==> src/rtl/puf_ctrl_pkg.sv <==
// Shared types and LFSR helper for the PUF challenge sequencer.
// Pure definitions: no latency, no backpressure.
package puf_ctrl_pkg;

   typedef enum logic [2:0] {
      IDLE,
      SETUP,
      FIRE,
      SAMPLE,
      RELAX,
      DONE
   } state_e;

   localparam int                    LFSR_WIDTH    = 8;
   localparam logic [LFSR_WIDTH-1:0] LFSR_TAPS     = 8'hB8;
   localparam logic [LFSR_WIDTH-1:0] SEED_ZERO_SUB = 8'h01;

   // Fibonacci step: feedback is the parity of the tapped bits 7,5,4,3.
   function automatic logic [LFSR_WIDTH-1:0] lfsr_next(input logic [LFSR_WIDTH-1:0] c);
      return {c[LFSR_WIDTH-2:0], ^(c & LFSR_TAPS)};
   endfunction

endpackage

==> src/rtl/puf_resp_sync.sv <==
// Two-flop synchronizer for the asynchronous PUF response bit.
// Latency 2 cycles, no backpressure.
module puf_resp_sync (
   input  logic clk,
   input  logic rst,
   input  logic d_i,
   output logic q_o
);

   logic [1:0] sync_q;

   always_ff @(posedge clk or posedge rst) begin
      if (rst) begin
         sync_q <= '0;
      end else begin
         sync_q <= {sync_q[0], d_i};
      end
   end

   assign q_o = sync_q[1];

endmodule

==> src/rtl/puf_challenge_sequencer.sv <==
// Drives LFSR challenges into the arbiter PUF and packs RESP_BITS responses into one word.
// RESP_BITS*(SETUP+EVAL+1+RELAX)+1 cycles start to result; result held until resp_ready.
module puf_challenge_sequencer
   import puf_ctrl_pkg::*;
#(
   parameter int RESP_BITS = 32,
   parameter int SETUP_CYC = 4,
   parameter int EVAL_CYC  = 8,
   parameter int RELAX_CYC = 4
) (
   input  logic                  clk,
   input  logic                  rst,
   input  logic                  start_valid,
   output logic                  start_ready,
   input  logic [7:0]            seed,
   output logic                  puf_trigger,
   output logic [7:0]            puf_challenge,
   input  logic                  puf_response,
   output logic                  resp_valid,
   input  logic                  resp_ready,
   output logic [RESP_BITS-1:0]  resp_data,
   output logic                  busy
);

   localparam int MAX_CYC = (SETUP_CYC > EVAL_CYC) ?
                            ((SETUP_CYC > RELAX_CYC) ? SETUP_CYC : RELAX_CYC) :
                            ((EVAL_CYC  > RELAX_CYC) ? EVAL_CYC  : RELAX_CYC);
   localparam int CNT_W   = $clog2(MAX_CYC + 1);
   localparam int BIT_W   = (RESP_BITS > 1) ? $clog2(RESP_BITS) : 1;

   state_e                  state_q, state_d;
   logic [CNT_W-1:0]        cnt_q, cnt_d;
   logic [BIT_W-1:0]        bit_q, bit_d;
   logic [LFSR_WIDTH-1:0]   chal_q, chal_d;
   logic                    trig_q, trig_d;
   logic [RESP_BITS-1:0]    data_q, data_d;
   logic                    resp_sync;

   puf_resp_sync u_sync (
      .clk (clk),
      .rst (rst),
      .d_i (puf_response),
      .q_o (resp_sync)
   );

   always_ff @(posedge clk or posedge rst) begin
      if (rst) begin
         state_q <= IDLE;
         cnt_q   <= '0;
         bit_q   <= '0;
         chal_q  <= '0;
         trig_q  <= 1'b0;
         data_q  <= '0;
      end else begin
         state_q <= state_d;
         cnt_q   <= cnt_d;
         bit_q   <= bit_d;
         chal_q  <= chal_d;
         trig_q  <= trig_d;
         data_q  <= data_d;
      end
   end

   always_comb begin
      state_d = state_q;
      cnt_d   = cnt_q + CNT_W'(1);
      bit_d   = bit_q;
      chal_d  = chal_q;
      data_d  = data_q;
      case (state_q)
         IDLE: begin
            cnt_d = '0;
            if (start_valid) begin
               state_d = SETUP;
               chal_d  = (seed == '0) ? SEED_ZERO_SUB : seed;
               bit_d   = '0;
               data_d  = '0;
            end
         end
         SETUP: begin
            if (cnt_q == CNT_W'(SETUP_CYC - 1)) begin
               state_d = FIRE;
               cnt_d   = '0;
            end
         end
         FIRE: begin
            if (cnt_q == CNT_W'(EVAL_CYC - 1)) begin
               state_d = SAMPLE;
               cnt_d   = '0;
            end
         end
         SAMPLE: begin
            data_d[bit_q] = resp_sync;
            state_d       = RELAX;
            cnt_d         = '0;
         end
         RELAX: begin
            if (cnt_q == CNT_W'(RELAX_CYC - 1)) begin
               cnt_d = '0;
               if (bit_q == BIT_W'(RESP_BITS - 1)) begin
                  state_d = DONE;
               end else begin
                  bit_d   = bit_q + BIT_W'(1);
                  chal_d  = lfsr_next(chal_q);
                  state_d = SETUP;
               end
            end
         end
         DONE: begin
            cnt_d = '0;
            if (resp_ready) begin
               state_d = IDLE;
            end
         end
         default: begin
            state_d = IDLE;
            cnt_d   = '0;
         end
      endcase
      // Trigger is registered from the next state so it leaves a flop with no decode glitches.
      trig_d = (state_d == FIRE);
   end

   assign start_ready   = (state_q == IDLE);
   assign busy          = (state_q != IDLE) && (state_q != DONE);
   assign resp_valid    = (state_q == DONE);
   assign resp_data     = data_q;
   assign puf_trigger   = trig_q;
   assign puf_challenge = chal_q;

endmodule

==> config.mk <==
export PLATFORM = sky130hd
export DESIGN_NAME = puf_challenge_sequencer
export DESIGN_NICKNAME = d
export VERILOG_FILES = /design/src/rtl/puf_ctrl_pkg.sv /design/src/rtl/puf_resp_sync.sv /design/src/rtl/puf_challenge_sequencer.sv
export SDC_FILE = /design/constraint.sdc
export NUM_CORES = 1
export LEC_CHECK = 0
export BUFFER_PORTS_ARGS = -buffer_cell sky130_fd_sc_hd__buf_2
export CORE_MARGIN = 4
export CORE_UTILIZATION = 55
export DETAILED_ROUTE_END_ITERATION = 10
export GPL_TIMING_DRIVEN = 0
export MAX_ROUTING_LAYER = met4
export PLACE_DENSITY = 0.86
export SETUP_SLACK_MARGIN = 0.1
export SLEW_MARGIN = 20
export SYNTH_ARGS = -nofsm -noshare
export SYNTH_HDL_FRONTEND = slang
export SYNTH_SLANG_ARGS = --single-unit
==> constraint.sdc <==
create_clock -name clk -period 2.81 [get_ports clk]
set_clock_uncertainty 0.15 [all_clocks]
set_input_delay 0.562 -clock clk [delete_from_list [all_inputs] [get_ports clk]]
set_output_delay 0.562 -clock clk [all_outputs]
set_load 0.01 [all_outputs]
# Word level (Yosys, flattened, before mapping)
# Index checks and enable logic that the tools add are counted.
# word_totals
output_inout_bits	44
regBits	55
elab_cells	59
inputBits	13
# classes
n_addsub	2
mux	24
n_lt_le_gt_ge	2
n_reduce_logical	11
eq_ne	13
# ops
cell	count
32-bit one-hot mux with 2 select lines	1
32-bit bitwise mux	1
32-bit 2-to-1 mux	1
8-bit 2-to-1 mux	4
3-bit 2-to-1 mux	6
3-bit one-hot mux with 6 select lines	1
8-bit one-hot mux with 2 select lines	1
5-bit 2-to-1 mux	3
5-bit one-hot mux with 2 select lines	1
3-bit by 2-bit equality test with 1-bit output (second input constant)	3
8-bit logical NOT	1
4-bit 2-to-1 mux	2
4-bit one-hot mux with 2 select lines	1
8-bit XOR reduction	1
3-bit equality test (second input constant)	2
5-bit by 6-bit less-than comparator with 1-bit output (second input constant)	1
2-bit != test (second input constant)	3
5-bit by 1-bit adder with 5-bit output (second input constant)	1
1-bit demux with 5-bit select	1
5-bit equality test (second input constant)	1
5-bit by 1-bit >= comparator with 1-bit output (second input constant)	1
4-bit by 1-bit adder with 4-bit output (second input constant)	1
4-bit by 2-bit equality test with 1-bit output (second input constant)	1
4-bit by 3-bit equality test with 1-bit output (second input constant)	1
other kinds (10)	12

# Logic depth before layout (Yosys ltp)
# Gate-level depths: netlist of the first run.
# depth
word_depth	6
ltp_mapped	9
ltp_nobuf	7

# By module
# From an unflattened synthesis of the first run, not the netlist that was laid out.
# hier_totals
cells_unflattened	293
hier_area_um2	2810.2
# modules_own_cells
module	n_inst	seq_area_each_um2	cells_each	area_per_inst_um2
puf_challenge_sequencer	1	1326.3	290	2756.4
puf_resp_sync	1	50.0	3	53.8

# Least setup slack after synthesis of the first run
# OpenSTA, ideal clock, no wires.
# synth_timing
path_kind	register -> register
from	register bit_q[0]
to	register bit_q[0]
required_time_ps	2535
period_less_slack_ps	2276
arrival_ps	2001
path_stages_with_launch	9
setup_ps	125
path_slack_ps	534
n_path_buf	2
cell_sequence	dfrtp_1 -> ha_1 -> buf_2 -> and3_1 -> ha_1 -> nor4b_2 -> a22oi_1 -> buf_4 -> mux2_4
# synth_via
elab_chain_len	4
word_cells_on_any_way	7
cone_classes	add/sub: 1; eq/ne: 2; mux: 3; reduce/logical: 1
# synth_lines
item	line_no	source
start, declared	puf_challenge_sequencer.sv:33	logic [BIT_W-1:0] bit_q, bit_d;
start signal, assigned	puf_challenge_sequencer.sv:57	bit_q <= bit_d;
5-bit by 1-bit adder with 5-bit output	puf_challenge_sequencer.sv:103	bit_d = bit_q + BIT_W'(1);
5-bit 2-to-1 mux	puf_challenge_sequencer.sv:100	if (bit_q == BIT_W'(RESP_BITS - 1)) begin
5-bit 2-to-1 mux	puf_challenge_sequencer.sv:98	if (cnt_q == CNT_W'(RELAX_CYC - 1)) begin
5-bit one-hot mux with 2 select lines	puf_challenge_sequencer.sv:70	case (state_q)
# Parallel ways exist; a longest one is shown, timed or not. The select of a mux whose other input is x is not followed.
# A chain may end at the register's enable or synchronous reset.

# Worst setup path after layout of the first run
# Same ends and word-level chain as after synthesis.

==> results of run 1 <==
==> through the flow <==
stage	power, W	instance area (um2)	utilization
global route	0.00255	3300	0.681
CTS	0.00241	3290	0.679
global placement	0.00191	3200	0.659
detailed placement	0.00195	3200	0.660
finish	0.00242	3300	0.681
floorplan	0.00169	2830	-
==> worst max-delay path, stage by stage, from the launching register on <==
cell,delay [ns]
dfrtp_1,0.46
ha_1,0.22
buf_2,0.18
and3_1,0.16
ha_1,0.21
nor4b_4,0.37
a22oi_1,0.16
buf_4,0.22
mux2_4,0.26
==> metal layers <==
layer	global-route usage	part of all wire	vias up
li1	-	-	1172
met1	0.304	0.45	1135
met2	0.353	0.46	112
met3	0.0530	0.070	14
met4	0.105	0.020	0
met5	-	0	-
==> layout by cell type, fill, tap and decap left out, types with 9 or more instances in the layout <==
master / instances
clkbuf_1: 9
buf_2: 60
o21ai_1: 71
a21oi_1: 35
dfrtp_1: 55
nand2_1: 14
mux2i_1: 9
==> cell type report <==
| class | count | share of cell area |
|---|---|---|
| Buffer | 20 | 0.0379 |
| Clock buffer | 5 | 0.0208 |
| Multi-Input combinational cell | 209 | 0.398 |
| Timing Repair Buffer | 56 | 0.0849 |
| Inverter | 7 | 0.00872 |
| Clock inverter | 3 | 0.00758 |
| Tap cell | 67 | 0.0254 |
| Sequential cell | 55 | 0.417 |
==> logic make-up after synthesis <==
family	count (synthesis)	synth area share
compound gates	122	0.235
xor+xnor	6	0.0186
fa+ha+maj	6	0.0265
buf+inv	27	0.0534
flops	55	0.486
mux	11	0.0411
simple gates	64	0.140
==> synth_stat cells (all sizes together), types with 4 or more instances <==
| library cell | instances |
|---|---|
| and3b | 5 |
| dfrtp | 55 |
| nor3b | 5 |
| nand2 | 14 |
| clkbuf | 9 |
| ha | 6 |
| nand3 | 8 |
| a21oi | 35 |
| xor2 | 4 |
| nor2b | 6 |
| nand2b | 4 |
| inv | 7 |
| nor2 | 5 |
| o21ai | 72 |
| buf | 11 |
| mux2i | 9 |
==> sequential cells by signal, indices dropped and copies added (netlist names) <==
signal         count
bit_q              5
cnt_q              4
puf_challenge      8
puf_trigger        1
resp_data         32
state_q            3
u_sync.sync_q      2
==> worst paths after layout <==
path | from | endpoint | slack, ns | cells after the start
min in group clk | puf_response | u_sync.sync_q[0] | 0.18 | 1
hold / removal | rst | cnt_q[2] | 0.17 | 2
hold reg to reg | u_sync.sync_q[0] | u_sync.sync_q[1] | 0.22 | 0
setup reg to reg | bit_q[0] | bit_q[0] | 0.33 | 8
max in group asynchronous | rst | resp_data[17] | 1.88 | 2
setup / recovery | bit_q[0] | bit_q[0] | 0.33 | 8
==> power groups by stage <==
stage	combinational [W]	clock, W	sequential, W
3_5_place_dp	0.000937	0	0.00101
3_3_place_gp	0.000909	0	0.00100
4_1_cts	0.000944	0.000470	0.000997
2_1_floorplan	0.000660	0	0.00103
5_1_grt	0.00104	0.000502	0.00101
6_report	0.000948	0.000469	0.000998
==> tab_implementation.tex, run 1 <==
\begin{tabular}{lr}
\hline
Metric & Value \\
\hline
\multicolumn{2}{l}{\textbf{Flow run}} \\
\quad Number of violations of the max-capacitance limit & 0 \\
\multicolumn{2}{l}{\textbf{Power and ir drop}} \\
\quad Leakage Power & 1.61 nW \\
\quad PwrDens & 732 nW/um2 \\
\quad Gate power share & 0.393 \\
\quad Proportion of power drawn by the clock network & 0.194 \\
\quad Sequential group share of total power & 0.413 \\
\quad Switching part of the total & 0.389 \\
\quad Sw Pwr & 0.000940 W \\
\quad Internal power contribution & 0.00148 W \\
\quad Worst IR drop on VDD & 0.000452 V \\
\multicolumn{2}{l}{\textbf{Clock network}} \\
\quad Number of buffers created by CTS & 5 \\
\quad Post-CTS Hold Buffers & 0 \\
\quad Clock Path Buffers & 2 \\
\quad Clock tree from TritonCTS & built \\
\quad H-tree levels & 2 \\
\quad Reg clk slew, reported paths & 0.10 ns \\
\quad Cells resized by post-CTS repair & 0 \\
\quad Setup repair bufs after CTS & 0 \\
\quad Root Buffer & clkbuf\_8 \\
\quad Clock Latency Late Sink & 0.33 ns \\
\quad Clock sink total & 55 \\
\multicolumn{2}{l}{\textbf{Global routing}} \\
\quad Antenna violations before repair & 0 \\
\quad Total global routing track utilization & 0.234 \\
\quad Vias in the first global route & 2362 \\
\quad Total grt overflow & 0 \\
\quad First-pass GRT wire length & 11200 um \\
\quad Pin count of the biggest net entering global routing & 56 \\
\multicolumn{2}{l}{\textbf{Place}} \\
\quad Final weighted congestion in routability-driven placement & 0.928 \\
\quad DP Wirelength & 4740 um \\
\quad Post-placement worst setup slack & 0.309 ns \\
\quad \# port buffers & 56 \\
\quad Placed cell count & 414 \\
\multicolumn{2}{l}{\textbf{Drt}} \\
\quad Routed length per instance & 16.4 um \\
\quad Number of routed nets with antenna violations & 0 \\
\quad Number of remaining DRC errors & 0 \\
\quad DRT Wirelength & 6900 um \\
\quad Number of detailed-route iterations in the first pass & 5 \\
\quad Vias per Instance & 5.77 \\
\quad Number of DRC violations after detailed-routing iteration 0 & 242 \\
\quad Routed vias & 2433 \\
\multicolumn{2}{l}{\textbf{Timing}} \\
\quad Part of the cycle the worst path needs & 0.883 \\
\quad Number of max-slew violations in the final report & 0 \\
\quad Final setup vio count & 0 \\
\quad Worst-case headroom to the max-slew limit & 0.553 \\
\quad Post-route worst hold slack & 0.171 ns \\
\quad Highest attainable clock frequency & 0.403 GHz \\
\quad Final setup TNS & 0 ns \\
\quad Worst setup slack after layout & 0.329 ns \\
\quad Post-layout minimum cycle time & 2.48 ns \\
\quad Measured slew at the worst slew-check pin & 0.671 ns \\
\quad Unrepaired setup endpoints after global routing & no \\
\quad Hold violation count in the final report & 0 \\
\multicolumn{2}{l}{\textbf{Outcome}} \\
\quad Status & finished, final reports clean \\
\multicolumn{2}{l}{\textbf{Logic synthesis}} \\
\quad Seq cells post-synth & 55 \\
\quad Synthesized instance count & 291 \\
\quad Mapped Nets & 310 \\
\quad Asr flop ratio synth & 1.00 \\
\quad Library cells used by synthesis & 47 \\
\quad Post-synthesis instance area & 2830 um2 \\
\quad Synth Area per Inst & 9.73 um2 \\
\quad Sequential-to-total area share from yosys stat & 0.486 \\
\quad Post-synth top area share & 0.486 \\
\quad Top FF cell, synth & dfrtp\_1 \\
\quad Yosys warnings & 0 \\
\quad Number of enable-type register cells in the synthesized netlist & 0 \\
\quad Post-synth top area cell & dfrtp\_1 \\
\quad Top cells by area in the synthesized netlist & dfrtp\_1 (49\%), o21ai\_1 (13\%), a21oi\_1 (6.2\%) \\
\multicolumn{2}{l}{\textbf{Final layout}} \\
\quad Final antenna diode count & 0 \\
\quad Layout cells sized above 1 & 0.245 \\
\quad Area growth from synthesis to layout & 16.6\% \\
\quad Final net count & 373 \\
\quad Area occupied by multi-input gates & 1310 um2 \\
\quad Post-Layout Cell Count & 422 \\
\quad Register area & 1380 um2 \\
\quad Layout filler cell count & 386 \\
\multicolumn{2}{l}{\textbf{Worst setup path}} \\
\quad Largest fanout on the critical path & 10 \\
\quad Endpoint class of the critical path & flip-flop \\
\quad Data arrival time of the critical path & 2.54 ns \\
\quad Startpoint kind of the worst setup timing path & flip-flop \\
\quad Data required time at the worst endpoint & 2.87 ns \\
\quad Setup CP Type & reg -> reg \\
\multicolumn{2}{l}{\textbf{Floorplan}} \\
\quad Die area & 6360 um2 \\
\quad FP Rows & 25 \\
\quad Initial standard-cell utilization of the core & 0.584 \\
\quad Horizontal die dimension & 79.8 um \\
\quad Ports & 57 \\
\quad Height of the die & 79.8 um \\
\quad Standard cell core area & 4850 um2 \\
\multicolumn{2}{l}{\textbf{Hold path}} \\
\quad Worst min path class & in -> async \\
\hline
\end{tabular}
Note: power is estimated with default switching activity, not from simulation.
==> run 2, diff against run 1 <==
--- a/config.mk
+++ b/config.mk
@@ -12,6 +12,7 @@
 export GPL_TIMING_DRIVEN = 0
 export MAX_ROUTING_LAYER = met4
 export PLACE_DENSITY = 0.86
+export REMOVE_ABC_BUFFERS = 1
 export SETUP_SLACK_MARGIN = 0.1
 export SLEW_MARGIN = 20
 export SYNTH_ARGS = -nofsm -noshare
==> tab_implementation.tex, run 2 (same netlist as run 1, synthesis figures left out) <==
\begin{tabular}{lr}
\hline
Metric & Value \\
\hline
\multicolumn{2}{l}{\textbf{Global routing}} \\
\quad Pin count of the biggest net entering global routing & 56 (unchanged) \\
\quad Vias in the first global route & 2214 (was 2362) \\
\quad Total global routing track utilization & 0.213 (was 0.234) \\
\quad Total grt overflow & 0 (unchanged) \\
\quad Antenna violations before repair & 0 (unchanged) \\
\quad First-pass GRT wire length & 10400 um (was 11200 um) \\
\multicolumn{2}{l}{\textbf{Timing}} \\
\quad Measured slew at the worst slew-check pin & 0.958 ns (was 0.671 ns) \\
\quad Part of the cycle the worst path needs & 0.902 (was 0.883) \\
\quad Hold violation count in the final report & 0 (unchanged) \\
\quad Final setup vio count & 0 (unchanged) \\
\quad Post-route worst hold slack & 0.183 ns (was 0.171 ns) \\
\quad Post-layout minimum cycle time & 2.54 ns (was 2.48 ns) \\
\quad Final setup TNS & 0 ns (unchanged) \\
\quad Highest attainable clock frequency & 0.394 GHz (was 0.403 GHz) \\
\quad Number of max-slew violations in the final report & 0 (unchanged) \\
\quad Worst-case headroom to the max-slew limit & 0.362 (was 0.553) \\
\quad Unrepaired setup endpoints after global routing & no (unchanged) \\
\multicolumn{2}{l}{\textbf{Place}} \\
\quad \# port buffers & 56 (unchanged) \\
\quad Placed cell count & 395 (was 414) \\
\quad Final weighted congestion in routability-driven placement & 0.798 (was 0.928) \\
\quad DP Wirelength & 4220 um (was 4740 um) \\
\quad Post-placement cell area & 3080 um2 (was 3200 um2) \\
\multicolumn{2}{l}{\textbf{Power and ir drop}} \\
\quad Worst IR drop on VDD & 0.000578 V (was 0.000452 V) \\
\quad PwrDens & 720 nW/um2 (was 732 nW/um2) \\
\quad Leakage Power & 1.56 nW (was 1.61 nW) \\
\multicolumn{2}{l}{\textbf{Outcome}} \\
\quad Status & finished, final reports clean (unchanged) \\
\multicolumn{2}{l}{\textbf{Final layout}} \\
\quad Finished layout cell area & 3210 um2 (was 3300 um2) \\
\quad Top library cells by usage in the layout, fill and taps aside & o21ai\_1 (71), buf\_2 (56), dfrtp\_1 (55), a21oi\_1 (35), nand2\_1 (14) (was o21ai\_1 (71), buf\_2 (60), dfrtp\_1 (55), a21oi\_1 (35), nand2\_1 (14)) \\
\quad Layout filler cell count & 378 (was 386) \\
\quad Final antenna diode count & 0 (unchanged) \\
\quad Area growth from synthesis to layout & 13.4\% (was 16.6\%) \\
\quad Post-Layout Cell Count & 404 (was 422) \\
\quad Number of flip-flops in the largest register & 32 (unchanged) \\
\quad Layout cells sized above 1 & 0.234 (was 0.245) \\
\quad Most common cell after layout, fill and taps aside & o21ai\_1 (unchanged) \\
\quad Final net count & 355 (was 373) \\
\quad Final Core Density & 0.662 (was 0.681) \\
\multicolumn{2}{l}{\textbf{Floorplan}} \\
\quad Height of the die & 79.8 um (unchanged) \\
\quad FP Rows & 25 (unchanged) \\
\quad Standard cell core area & 4850 um2 (unchanged) \\
\quad Die area & 6360 um2 (unchanged) \\
\quad Horizontal die dimension & 79.8 um (unchanged) \\
\quad Initial standard-cell utilization of the core & 0.584 (unchanged) \\
\quad Ports & 57 (unchanged) \\
\multicolumn{2}{l}{\textbf{Clock network}} \\
\quad Clock tree from TritonCTS & built (unchanged) \\
\quad Clock sink total & 55 (unchanged) \\
\quad Setup repair bufs after CTS & 0 (unchanged) \\
\quad Clock Latency Late Sink & 0.31 ns (was 0.33 ns) \\
\quad Number of buffers created by CTS & 5 (unchanged) \\
\quad Clock Path Buffers & 2 (unchanged) \\
\quad H-tree levels & 2 (unchanged) \\
\quad Reg clk slew, reported paths & 0.10 ns (about the same) \\
\quad Root Buffer & clkbuf\_8 (unchanged) \\
\multicolumn{2}{l}{\textbf{Flow run}} \\
\quad Number of violations of the max-capacitance limit & 0 (unchanged) \\
\multicolumn{2}{l}{\textbf{Worst setup path}} \\
\quad Setup CP Type & reg -> reg (unchanged) \\
\quad Data required time at the worst endpoint & 2.92 ns (was 2.87 ns) \\
\quad Startpoint kind of the worst setup timing path & flip-flop (unchanged) \\
\quad Endpoint class of the critical path & flip-flop (unchanged) \\
\quad Largest fanout on the critical path & 11 (was 10) \\
\quad Data arrival time of the critical path & 2.64 ns (was 2.54 ns) \\
\multicolumn{2}{l}{\textbf{Hold path}} \\
\quad Worst min path class & in -> async (unchanged) \\
\multicolumn{2}{l}{\textbf{Drt}} \\
\quad Number of DRC violations after detailed-routing iteration 0 & 296 (was 242) \\
\quad Routed vias & 2369 (was 2433) \\
\quad Number of routed nets with antenna violations & 0 (unchanged) \\
\quad Number of remaining DRC errors & 0 (unchanged) \\
\quad DRT Wirelength & 6300 um (was 6900 um) \\
\quad Routed length per instance & 15.6 um (was 16.4 um) \\
\quad Vias per Instance & 5.86 (was 5.77) \\
\quad Number of detailed-route iterations in the first pass & 4 (was 5) \\
\hline
\end{tabular}
run 2: changes by cell type in the layout (fill, tap and decap cells not counted), sizes merged:
cell    before  now
buf         67   58
clkbuf      14    6
clkinv       0    1
inv          9    7
run 2: area by class of cell:
class / count / area, um2 / share of cell area
well taps: 67 / 83.8 / 0.0261
clock buffers: 6 / 82.6 / 0.0257
flip-flops and latches: 55 / 1380 / 0.429
repair buffers: 58 / 299 / 0.0931
inverters: 7 / 28.8 / 0.00896
clock inverters: 2 / 16.3 / 0.00506
multi-input cells: 209 / 1330 / 0.413
run 2: metrics by stage:
stage               power [W]  setup slack (ns)
floorplan             0.00159             0.315
global placement      0.00181            -0.112
detailed placement    0.00185           -0.0271
CTS                   0.00232             0.175
global route          0.00246             0.114
finish                0.00231             0.275
run 2: final timing paths:
path                                   from                to  slack, ns  cells past startpoint
max in group asynchronous               rst          cnt_q[1]       1.88                      2
min in group clk               puf_response  u_sync.sync_q[0]       0.20                      1
setup / recovery                   bit_q[0]  puf_challenge[0]       0.27                      8
hold / removal                          rst     resp_data[20]       0.18                      2
setup reg to reg                   bit_q[0]  puf_challenge[0]       0.27                      8
hold reg to reg            u_sync.sync_q[0]  u_sync.sync_q[1]       0.21                      0
run 2: metal layers:
layer,GRT usage,vias to the layer above,wire length [um]
met2,0.324,105,2960
li1,-,1141,-
met5,-,-,0
met1,0.276,1115,2690
met3,0.0519,8,584
met4,0.0828,0,72
run 2: worst max-delay path: stages (launching register included):
cell	delay, ns
dfrtp_1	0.44
ha_1	0.36
and3_1	0.21
ha_1	0.20
nor4b_4	0.39
a22oi_2	0.22
buf_4	0.27
a211oi_2	0.14
a21o_1	0.10
run 2: power breakdown:
part / switching [W] / internal, W / leakage (nW)
Clock: 0.000261 / 0.000202 / 0.0474
Combinational: 0.000466 / 0.000335 / 0.763
Sequential: 0.000156 / 0.000895 / 0.745
run 2: timing repair:
item,in CTS,in global routing
resized for setup,2,1
cloned,0,0
setup endpoints to repair,6,4
hold buffers,0,0
==> run 3, diff against run 2 <==
--- a/config.mk
+++ b/config.mk
@@ -7,11 +7,11 @@
 export LEC_CHECK = 0
 export BUFFER_PORTS_ARGS = -buffer_cell sky130_fd_sc_hd__buf_2
 export CORE_MARGIN = 4
-export CORE_UTILIZATION = 55
+export CORE_UTILIZATION = 42
 export DETAILED_ROUTE_END_ITERATION = 10
 export GPL_TIMING_DRIVEN = 0
 export MAX_ROUTING_LAYER = met4
-export PLACE_DENSITY = 0.86
+export PLACE_DENSITY = 0.7
 export REMOVE_ABC_BUFFERS = 1
 export SETUP_SLACK_MARGIN = 0.1
 export SLEW_MARGIN = 20
==> tab_implementation.tex, run 3 (same netlist as run 1, synthesis figures left out) <==
\begin{tabular}{lr}
\hline
Metric & Value \\
\hline
\multicolumn{2}{l}{\textbf{Outcome}} \\
\quad Status & finished, final reports clean (unchanged) \\
\multicolumn{2}{l}{\textbf{Hold path}} \\
\quad Worst min path class & in -> async (unchanged) \\
\multicolumn{2}{l}{\textbf{Timing}} \\
\quad Worst-case headroom to the max-slew limit & 0.343 (was 0.362) \\
\quad Measured slew at the worst slew-check pin & 0.985 ns (was 0.958 ns) \\
\quad Highest attainable clock frequency & 0.397 GHz (was 0.394 GHz) \\
\quad Final setup vio count & 0 (unchanged) \\
\quad Final setup TNS & 0 ns (unchanged) \\
\quad Number of max-slew violations in the final report & 0 (unchanged) \\
\quad Hold violation count in the final report & 0 (unchanged) \\
\quad Unrepaired setup endpoints after global routing & no (unchanged) \\
\quad Part of the cycle the worst path needs & 0.897 (was 0.902) \\
\quad Post-layout minimum cycle time & 2.52 ns (was 2.54 ns) \\
\multicolumn{2}{l}{\textbf{Global routing}} \\
\quad Antenna violations before repair & 0 (unchanged) \\
\quad Vias in the first global route & 2238 (was 2214) \\
\quad Pin count of the biggest net entering global routing & 56 (unchanged) \\
\quad Met2 demand-to-capacity share in global routing & 0.254 (was 0.324) \\
\quad Total grt overflow & 0 (unchanged) \\
\quad Global route hottest layer & met2 (unchanged) \\
\quad First-pass GRT wire length & 10700 um (was 10400 um) \\
\quad GR Layer Usage met1 & 0.212 (was 0.276) \\
\quad Met3 Usage GRT & 0.0292 (was 0.0519) \\
\quad Total global routing track utilization & 0.161 (was 0.213) \\
\multicolumn{2}{l}{\textbf{Floorplan}} \\
\quad Initial standard-cell utilization of the core & 0.439 (was 0.584) \\
\quad FP Rows & 29 (was 25) \\
\quad Die area & 8120 um2 (was 6360 um2) \\
\quad Horizontal die dimension & 90.1 um (was 79.8 um) \\
\quad Ports & 57 (unchanged) \\
\quad Height of the die & 90.1 um (was 79.8 um) \\
\quad Standard cell core area & 6460 um2 (was 4850 um2) \\
\multicolumn{2}{l}{\textbf{Power and ir drop}} \\
\quad Switching part of the total & 0.389 (was 0.381) \\
\quad Sequential group share of total power & 0.454 (about the same) \\
\quad Gate power share & 0.349 (was 0.346) \\
\quad Sw Pwr & 0.000900 W (was 0.000882 W) \\
\quad Proportion of power drawn by the clock network & 0.198 (was 0.200) \\
\quad Worst IR drop on VDD & 0.000384 V (was 0.000578 V) \\
\quad Internal power contribution & 0.00141 W (was 0.00143 W) \\
\quad PwrDens & 717 nW/um2 (was 720 nW/um2) \\
\quad Leakage Power & 1.55 nW (was 1.56 nW) \\
\multicolumn{2}{l}{\textbf{Drt}} \\
\quad Number of detailed-route iterations in the first pass & 5 (was 4) \\
\quad Routed length per instance & 15.7 um (was 15.6 um) \\
\quad DRT Wirelength & 6520 um (was 6300 um) \\
\quad Number of remaining DRC errors & 0 (unchanged) \\
\quad Routed vias & 2358 (was 2369) \\
\quad Vias per Instance & 5.70 (was 5.86) \\
\quad Number of DRC violations after detailed-routing iteration 0 & 197 (was 296) \\
\quad Number of routed nets with antenna violations & 0 (unchanged) \\
\multicolumn{2}{l}{\textbf{Clock network}} \\
\quad Clock sink total & 55 (unchanged) \\
\quad Reg clk slew, reported paths & 0.11 ns (was 0.10 ns) \\
\quad Setup repair bufs after CTS & 0 (unchanged) \\
\quad Number of buffers created by CTS & 5 (unchanged) \\
\quad Clock tree from TritonCTS & built (unchanged) \\
\quad Root Buffer & clkbuf\_8 (unchanged) \\
\quad H-tree levels & 2 (unchanged) \\
\quad Clock Path Buffers & 2 (unchanged) \\
\quad Clock Latency Late Sink & 0.31 ns (about the same) \\
\quad Post-CTS Hold Buffers & 0 (unchanged) \\
\multicolumn{2}{l}{\textbf{Place}} \\
\quad Final weighted congestion in routability-driven placement & 0.805 (was 0.798) \\
\quad \# port buffers & 56 (unchanged) \\
\quad DP Wirelength & 4230 um (was 4220 um) \\
\quad Placed cell count & 404 (was 395) \\
\multicolumn{2}{l}{\textbf{Final layout}} \\
\quad Layout cells sized above 1 & 0.234 (unchanged) \\
\quad Most common cell after layout, fill and taps aside & o21ai\_1 (unchanged) \\
\quad Post-Layout Cell Count & 414 (was 404) \\
\quad Final antenna diode count & 0 (unchanged) \\
\quad Number of flip-flops in the largest register & 32 (unchanged) \\
\quad Area growth from synthesis to layout & 13.9\% (was 13.4\%) \\
\quad Top library cells by usage in the layout, fill and taps aside & o21ai\_1 (71), buf\_2 (56), dfrtp\_1 (55), a21oi\_1 (35), nand2\_1 (14) (unchanged) \\
\quad Final net count & 355 (unchanged) \\
\multicolumn{2}{l}{\textbf{Worst setup path}} \\
\quad Worst reg2reg path endpoint & bit\_q[0] (was puf\_challenge[0]) \\
\quad Depth of the most critical reg-to-reg path & 6 (was 8) \\
\quad Setup CP Type & reg -> reg (unchanged) \\
\quad Data arrival time of the critical path & 2.57 ns (was 2.64 ns) \\
\quad Internal reg-to-reg setup slack & 0.29 ns (was 0.27 ns) \\
\quad R2r startpoint & bit\_q[0] (unchanged) \\
\quad Startpoint kind of the worst setup timing path & flip-flop (unchanged) \\
\quad Data required time at the worst endpoint & 2.86 ns (was 2.92 ns) \\
\quad Largest fanout on the critical path & 10 (was 11) \\
\quad Endpoint class of the critical path & flip-flop (unchanged) \\
\multicolumn{2}{l}{\textbf{Flow run}} \\
\quad Number of violations of the max-capacitance limit & 0 (unchanged) \\
\hline
\end{tabular}
-- run 3: changes by cell type in the layout (fill, tap and decap cells not counted), sizes merged --
cell	previous run	this run
clkbuf	6	5
a22oi	1	2
inv	7	8
buf	58	57
-- run 3: worst max-delay path by stage --
stage,cells after the start,endpoint,slack (ns),from
floorplan,3,bit_q[0],0.31,state_q[2]
global placement,3,bit_q[0],-0.23,state_q[2]
detailed placement,3,bit_q[0],0.06,state_q[2]
CTS,6,bit_q[0],0.11,bit_q[0]
global route,6,bit_q[0],0.12,bit_q[0]
finish,6,bit_q[0],0.29,bit_q[0]
-- run 3: cell type report --
cell class	count	area, um2
timing repair buffer	57	292
sequential	55	1380
inverter	7	28.8
clock inverter	3	27.5
tap	77	96.3
fill	601	3230
multi-input combinational	210	1340
clock buffer	5	68.8
-- run 3: power by group through the flow --
stage / sequential (W) / clock, W / combinational, W
after CTS: 0.00105 / 0.000475 / 0.000788
after global placement: 0.00105 / 0 / 0.000761
after detailed placement: 0.00106 / 0 / 0.000781
final: 0.00105 / 0.000457 / 0.000806
after floorplan: 0.00106 / 0 / 0.000527
after global routing: 0.00107 / 0.000502 / 0.000892
-- run 3: worst max-delay path, stage by stage (launching register included) --
cell	delay [ns]
dfrtp_1	0.46
ha_1	0.36
and3_1	0.20
ha_1	0.21
nor4b_4	0.45
a22oi_2	0.25
mux2_4	0.34
-- run 3: metrics by stage --
step                      hold slack (ns)  area, um2  setup slack [ns]   util  power (W)
after floorplan                     0.181       2710             0.315      -    0.00159
after global placement              0.184       3080            -0.229  0.478    0.00181
after detailed placement            0.195       3090            0.0575  0.479    0.00184
after CTS                           0.190       3190             0.113  0.495    0.00231
after global routing                0.187       3230             0.118  0.500    0.00247
final                               0.203       3230             0.289  0.500    0.00231
-- run 3: repair_timing --
item                                    CTS  global route
endpoints found under the setup margin    2            12
cloned                                    0             1
pin swaps                                 0             1
gates resized for setup                   1             2
hold endpoints to repair                  0             0
-- run 3: layer usage --
layer	vias up	routed length, um
li1	1139	-
met1	1123	3000
met2	90	3010
met3	6	441
met4	0	66
met5	-	0
